File: src/rtl/mem_pkg.sv
// rtl/mem_pkg.sv - shared sizing constants and the address-hazard predicate for the RAM port arbiter
package mem_pkg;

  localparam int DATA_W         = 16;
  localparam int ADDR_W         = 9;
  localparam int NCORE          = 4;
  localparam int CONFLICT_CNT_W = 16;

  typedef logic [1:0] core_idx_t;

  // Two accesses collide only when the full addresses match and at least one is a store.
  function automatic logic hazard(
    input logic [ADDR_W-1:0] addr_a,
    input logic [ADDR_W-1:0] addr_b,
    input logic              we_a,
    input logic              we_b
  );
    return (addr_a == addr_b) && (we_a || we_b);
  endfunction

endpackage

File: src/rtl/conflict_grant4.sv
// rtl/conflict_grant4.sv - combinational grant walk over four cores starting at ptr
module conflict_grant4
  import mem_pkg::*;
(
  input  logic [NCORE-1:0]        req,
  input  logic [NCORE-1:0]        we,
  input  logic [NCORE*ADDR_W-1:0] addr,
  input  core_idx_t               ptr,
  output logic [NCORE-1:0]        gnt
);

  logic [NCORE-1:0] gnt_c;
  core_idx_t        idx;
  logic             clash;

  always_comb begin
    gnt_c = '0;
    idx   = '0;
    clash = 1'b0;
    for (int k = 0; k < NCORE; k++) begin
      idx   = ptr + core_idx_t'(k);
      clash = 1'b0;
      for (int j = 0; j < NCORE; j++) begin
        if (gnt_c[j] && hazard(addr[idx*ADDR_W +: ADDR_W], addr[j*ADDR_W +: ADDR_W],
                               we[idx], we[j])) begin
          clash = 1'b1;
        end
      end
      if (req[idx] && !clash) begin
        gnt_c[idx] = 1'b1;
      end
    end
  end

  assign gnt = gnt_c;

endmodule

File: src/rtl/ram_port_arbiter.sv
// rtl/ram_port_arbiter.sv - quad-port RAM arbiter with hazard stalls and saturating conflict count
// ARB_ROUND_ROBIN_EN selects rotating priority; undefined gives fixed core0-first priority.
module ram_port_arbiter
  import mem_pkg::*;
(
  input  logic                          clk,
  input  logic                          rst_n,
  input  logic [NCORE-1:0]              core_req,
  input  logic [NCORE-1:0]              core_we,
  input  logic [NCORE*ADDR_W-1:0]       core_addr,
  input  logic [NCORE*DATA_W-1:0]       core_wdata,
  output logic [NCORE-1:0]              core_gnt,
  output logic [NCORE-1:0]              core_rvalid,
  output logic [NCORE*DATA_W-1:0]       core_rdata,
  output logic [NCORE-1:0]              ram_we,
  output logic [NCORE-1:0]              ram_re,
  output logic [NCORE*ADDR_W-1:0]       ram_addr,
  output logic [NCORE*DATA_W-1:0]       ram_din,
  input  logic [NCORE*DATA_W-1:0]       ram_dout,
  output logic [CONFLICT_CNT_W-1:0]     conflict_cnt
);

  core_idx_t                 ptr_q, ptr_d;
  logic [NCORE-1:0]          rvalid_q, rvalid_d;
  logic [CONFLICT_CNT_W-1:0] cnt_q, cnt_d;
  logic [NCORE-1:0]          gnt_raw;
  logic [NCORE-1:0]          gnt;
  logic [NCORE-1:0]          denied;

  conflict_grant4 u_grant (
    .req  (core_req),
    .we   (core_we),
    .addr (core_addr),
    .ptr  (ptr_q),
    .gnt  (gnt_raw)
  );

`ifdef ARB_ROUND_ROBIN_EN
  core_idx_t idx;
  core_idx_t first_denied;
`endif

  always_comb begin
    gnt      = rst_n ? gnt_raw : '0;
    denied   = core_req & ~gnt_raw;
    rvalid_d = gnt & ~core_we;
    cnt_d    = cnt_q;
    if ((|denied) && (cnt_q != {CONFLICT_CNT_W{1'b1}})) begin
      cnt_d = cnt_q + 1'b1;
    end
`ifdef ARB_ROUND_ROBIN_EN
    // Scanning the order backwards leaves the earliest denied core in first_denied.
    idx          = '0;
    first_denied = ptr_q;
    for (int k = NCORE - 1; k >= 0; k--) begin
      idx = ptr_q + core_idx_t'(k);
      if (denied[idx]) begin
        first_denied = idx;
      end
    end
    ptr_d = (|denied) ? first_denied : ptr_q;
`else
    ptr_d = '0;
`endif
  end

  always_ff @(posedge clk or negedge rst_n) begin
    if (!rst_n) begin
      ptr_q    <= '0;
      rvalid_q <= '0;
      cnt_q    <= '0;
    end else begin
      ptr_q    <= ptr_d;
      rvalid_q <= rvalid_d;
      cnt_q    <= cnt_d;
    end
  end

  assign core_gnt     = gnt;
  assign ram_we       = gnt & core_we;
  assign ram_re       = gnt & ~core_we;
  assign ram_addr     = core_addr;
  assign ram_din      = core_wdata;
  assign core_rdata   = ram_dout;
  assign core_rvalid  = rvalid_q;
  assign conflict_cnt = cnt_q;

endmodule

File: config.mk
export PLATFORM = sky130hd
export DESIGN_NAME = ram_port_arbiter
export DESIGN_NICKNAME = d
export VERILOG_FILES = /design/src/rtl/mem_pkg.sv /design/src/rtl/conflict_grant4.sv /design/src/rtl/ram_port_arbiter.sv
export SDC_FILE = /design/constraint.sdc
export NUM_CORES = 1
export LEC_CHECK = 0
export BUFFER_PORTS_ARGS = -buffer_cell sky130_fd_sc_hd__clkbuf_2
export CAP_MARGIN = 5
export CORE_AREA = 2 2 145 147
export CTS_CLUSTER_DIAMETER = 120
export DETAILED_ROUTE_END_ITERATION = 10
export DIE_AREA = 0 0 147 149
export GPL_TIMING_DRIVEN = 1
export SLEW_MARGIN = 15
export SYNTH_ARGS = -nofsm -noshare
export SYNTH_HDL_FRONTEND = slang
export SYNTH_SLANG_ARGS = --single-unit
File: constraint.sdc
create_clock -name clk -period 3.12 [get_ports clk]
set_input_delay 0.468 -clock clk [delete_from_list [all_inputs] [get_ports clk]]
set_output_delay 0.468 -clock clk [all_outputs]
set_load 0.01 [all_outputs]
==> qor.json <==
{
  "grtUsageMet2": {"value": 0.1610},
  "max-cap-violations": {"value": 0},
  "post_layout_inst_area": {"value": 0.002798, "unit": "mm2"},
  "n_fill_cell": {"value": 2370},
  "number_of_buffer_cells_added_on_primary_ports": {"value": 113},
  "worst_pin_slew": {"value": 0.4309, "unit": "ns"},
  "die_h": {"value": 149, "unit": "um"},
  "totalNegativeSetupSlack": {"value": 0, "unit": "ns"},
  "maxSlewViolCount": {"value": 0},
  "design.portCount": {"value": 370},
  "multiInputGateArea": {"value": 0.001220, "unit": "mm2"},
  "met3_usage": {"value": 0.02080},
  "syn_area_per_cell": {"value": 8.589, "unit": "um2"},
  "synth.yosys.warnings": {"value": 0},
  "row_count": {"value": 53},
  "maximum_number_of_pins_on_one_net_before_global_route_repair": {"value": 16},
  "worst-endpoint-arrival": {"value": 2.35, "unit": "ns"},
  "routabilityCongestion": {"value": 0.7987},
  "count_of_buffers_added_by_post_cts_timing_repair_for_setup": {"value": 0},
  "timing.final.hold_violations": {"value": 0},
  "timing.max_slew.rel_slack": {"value": 0.7119},
  "total_leakage_power": {"value": 0.001249, "unit": "uW"},
  "vias_per_cell": {"value": 3.570},
  "async_flop_share": {"value": 1.000},
  "final_net_count": {"value": 482},
  "final_routed_drc_violation_total": {"value": 0},
  "critPathMaxFanout": {"value": 4},
  "cts.sinks": {"value": 20},
  "die_area": {"value": 0.02190, "unit": "mm2"},
  "netlist-cell-type-count": {"value": 38},
  "timing_worst_setup_path_type": {"value": "in -> out"},
  "yosysSeqAreaShare": {"value": 0.1674},
  "seqCellArea": {"value": 500.5, "unit": "um2"},
  "syn-cell-area": {"value": 0.002989, "unit": "mm2"},
  "count_of_routing_violations_after_the_opening_detailed_route_iteration": {"value": 37},
  "ys_dominant_reg_cell": {"value": "sky130_fd_sc_hd__dfrtp_1"},
  "clk_pin_slew_worst_paths": {"value": 0.06, "unit": "ns"},
  "clk_latency": {"value": 0.25, "unit": "ns"},
  "dpl_worst_slack": {"value": 0.2360, "unit": "ns"},
  "design.core.area": {"value": 0.02056, "unit": "mm2"},
  "detailroute.via_count": {"value": 2074},
  "globalRouteOverflowTotal": {"value": 0},
  "grt_setup_unrepaired": {"value": "false"},
  "worstSetupStartpointType": {"value": "primary input"},
  "power.density": {"value": 290.1, "unit": "mW/mm2"},
  "dp_hpwl": {"value": 8393, "unit": "um"},
  "cts_hold_buffers": {"value": 0},
  "layout-drive-gt1-share": {"value": 0.4477},
  "setup_ws": {"value": 0.2983, "unit": "ns"},
  "globalRouteTotalUtil": {"value": 0.08299},
  "most-common-layout-cells": {"value": "113 x sky130_fd_sc_hd__clkbuf_2, 53 x sky130_fd_sc_hd__xnor2_1, 20 x sky130_fd_sc_hd__dfrtp_1, 14 x sky130_fd_sc_hd__and3_1, 13 x sky130_fd_sc_hd__xor2_1"},
  "final_antenna_net_count": {"value": 0},
  "final_min_period": {"value": 2.822, "unit": "ns"},
  "fmaxAchievable": {"value": 354.4, "unit": "MHz"},
  "synth_cells": {"value": 348},
  "number_of_global_route_vias_before_repair": {"value": 2074},
  "detail_route.wl_per_cell": {"value": 16.28, "unit": "um"},
  "cts_tree": {"value": "built"},
  "skew": {"value": 0.003420, "unit": "ns"},
  "n_antenna_cell": {"value": 0},
  "synth.net_count": {"value": 523},
  "numCtsBuffers": {"value": 3},
  "hold_path_class": {"value": "in -> async"},
  "post_cts_resize_count": {"value": 0},
  "post-route-period-util": {"value": 0.9044},
  "die_w": {"value": 147, "unit": "um"},
  "irDropWorstVdd": {"value": 0.0001820, "unit": "V"},
  "finalSetupViolations": {"value": 0},
  "number_of_synthesized_flops_with_an_enable_pin": {"value": 0},
  "grt_pass1_wl": {"value": 13160, "unit": "um"},
  "use_met1": {"value": 0.07929},
  "syn2layout_area_growth": {"value": -6.404, "unit": "%"},
  "detail_route.wirelength": {"value": 9461, "unit": "um"},
  "start_util": {"value": 0.1454},
  "crit_required": {"value": 2.65, "unit": "ns"},
  "clk_root_buffer_cell": {"value": "sky130_fd_sc_hd__clkbuf_16"},
  "yosys_register_bits": {"value": 20},
  "result_of_the_run": {"value": "complete, no violations"},
  "drtPass1Iterations": {"value": 4},
  "dpl_cell_area": {"value": 0.002709, "unit": "mm2"},
  "final_common_cell": {"value": "sky130_fd_sc_hd__clkbuf_2"},
  "cts_max_level": {"value": 1},
  "gr-max-usage-layer": {"value": "met2"},
  "total_power": {"value": 811.5, "unit": "uW"},
  "clock_tree.buffer_depth": {"value": 2},
  "worstSetupEndpointType": {"value": "output port"},
  "antenna_violations_before_repair": {"value": 0}
}
per-stage QoR:
stage	hold WS (ns)	util	cells
6_report	0.08027	0.1361	581
5_1_grt	0.08032	0.1361	581
2_1_floorplan	0.1724	-	348
3_3_place_gp	0.3682	0.1318	577
3_5_place_dp	0.3711	0.1318	577
4_1_cts	0.08481	0.1361	581
final cells by class:
cell class / count / area share
clock buffer: 4 / 0.03175
inverter: 3 / 0.004025
multi-input combinational: 157 / 0.4360
sequential: 20 / 0.1789
tap: 275 / 0.1230
timing repair buffer: 122 / 0.2263
report_power, final:
group,switching [uW],internal [uW]
combinational,139,100
clock,107,196
sequential,4.41,265
total,251,561
per-layer routing:
metal | share of wire | wire length (um)
met4 | 0.051 | 479
met2 | 0.53 | 4981
met5 | 0 | 0
met3 | 0.075 | 706
met1 | 0.35 | 3294
registers in the layout, summed over array words and instances (netlist names):
register / cells
conflict_cnt: 16
core_rvalid: 4
kinds of logic after synthesis:
| family | after synthesis | share of synthesized area |
|---|---|---|
| buffers and inverters | 171 | 0.4244 |
| XOR/XNOR | 66 | 0.1934 |
| AND/OR/NAND/NOR | 59 | 0.1231 |
| AO/OA/AOI/OAI | 27 | 0.07284 |
| flip-flops | 20 | 0.1674 |
| multiplexers | 4 | 0.01465 |
| adder cells (fa/ha/maj) | 1 | 0.004185 |
cell usage after synthesis, types with 2 or more instances:
master                      count  share of area
sky130_fd_sc_hd__nor2b_1        3         0.0063
sky130_fd_sc_hd__dfrtp_1       20           0.17
sky130_fd_sc_hd__buf_4        165           0.41
sky130_fd_sc_hd__xnor2_1       53           0.16
sky130_fd_sc_hd__o2111ai_2      2          0.010
sky130_fd_sc_hd__nand4_1       12          0.025
sky130_fd_sc_hd__nand2_1        3         0.0038
sky130_fd_sc_hd__nor4_1         2         0.0042
sky130_fd_sc_hd__and2_1         6          0.013
sky130_fd_sc_hd__clkbuf_1       2         0.0025
sky130_fd_sc_hd__o2111ai_1      3         0.0088
sky130_fd_sc_hd__o21ai_0        6          0.010
sky130_fd_sc_hd__o211ai_1       8          0.020
sky130_fd_sc_hd__or4_1          2         0.0050
sky130_fd_sc_hd__mux2_2         2         0.0075
sky130_fd_sc_hd__xor2_1        13          0.038
sky130_fd_sc_hd__nor2_1         8          0.010
sky130_fd_sc_hd__and3_1        14          0.029
sky130_fd_sc_hd__inv_1          3         0.0038
sky130_fd_sc_hd__nand3_1        3         0.0050
final timing paths:
check	startpoint	end	slack, ns	cells after the start
max	core_addr[25]	ram_re[3]	0.30	8
min	rst_n	core_rvalid[3]	0.08	1
max reg2reg	conflict_cnt[3]	conflict_cnt[1]	0.93	6
min reg2reg	conflict_cnt[15]	conflict_cnt[15]	0.49	1
max in group asynchronous	rst_n	conflict_cnt[6]	2.55	2
min in group clk	conflict_cnt[15]	conflict_cnt[15]	0.49	1
worst max-delay path, stage by stage:
cell	delay, ns
sky130_fd_sc_hd__clkbuf_2	0.14
sky130_fd_sc_hd__xnor2_1	0.19
sky130_fd_sc_hd__nand4_1	0.13
sky130_fd_sc_hd__or4_4	0.57
sky130_fd_sc_hd__o2111ai_2	0.27
sky130_fd_sc_hd__and4_2	0.28
sky130_fd_sc_hd__nor2b_1	0.17
sky130_fd_sc_hd__clkbuf_2	0.15
Note: power is estimated with default switching activity, not from simulation.
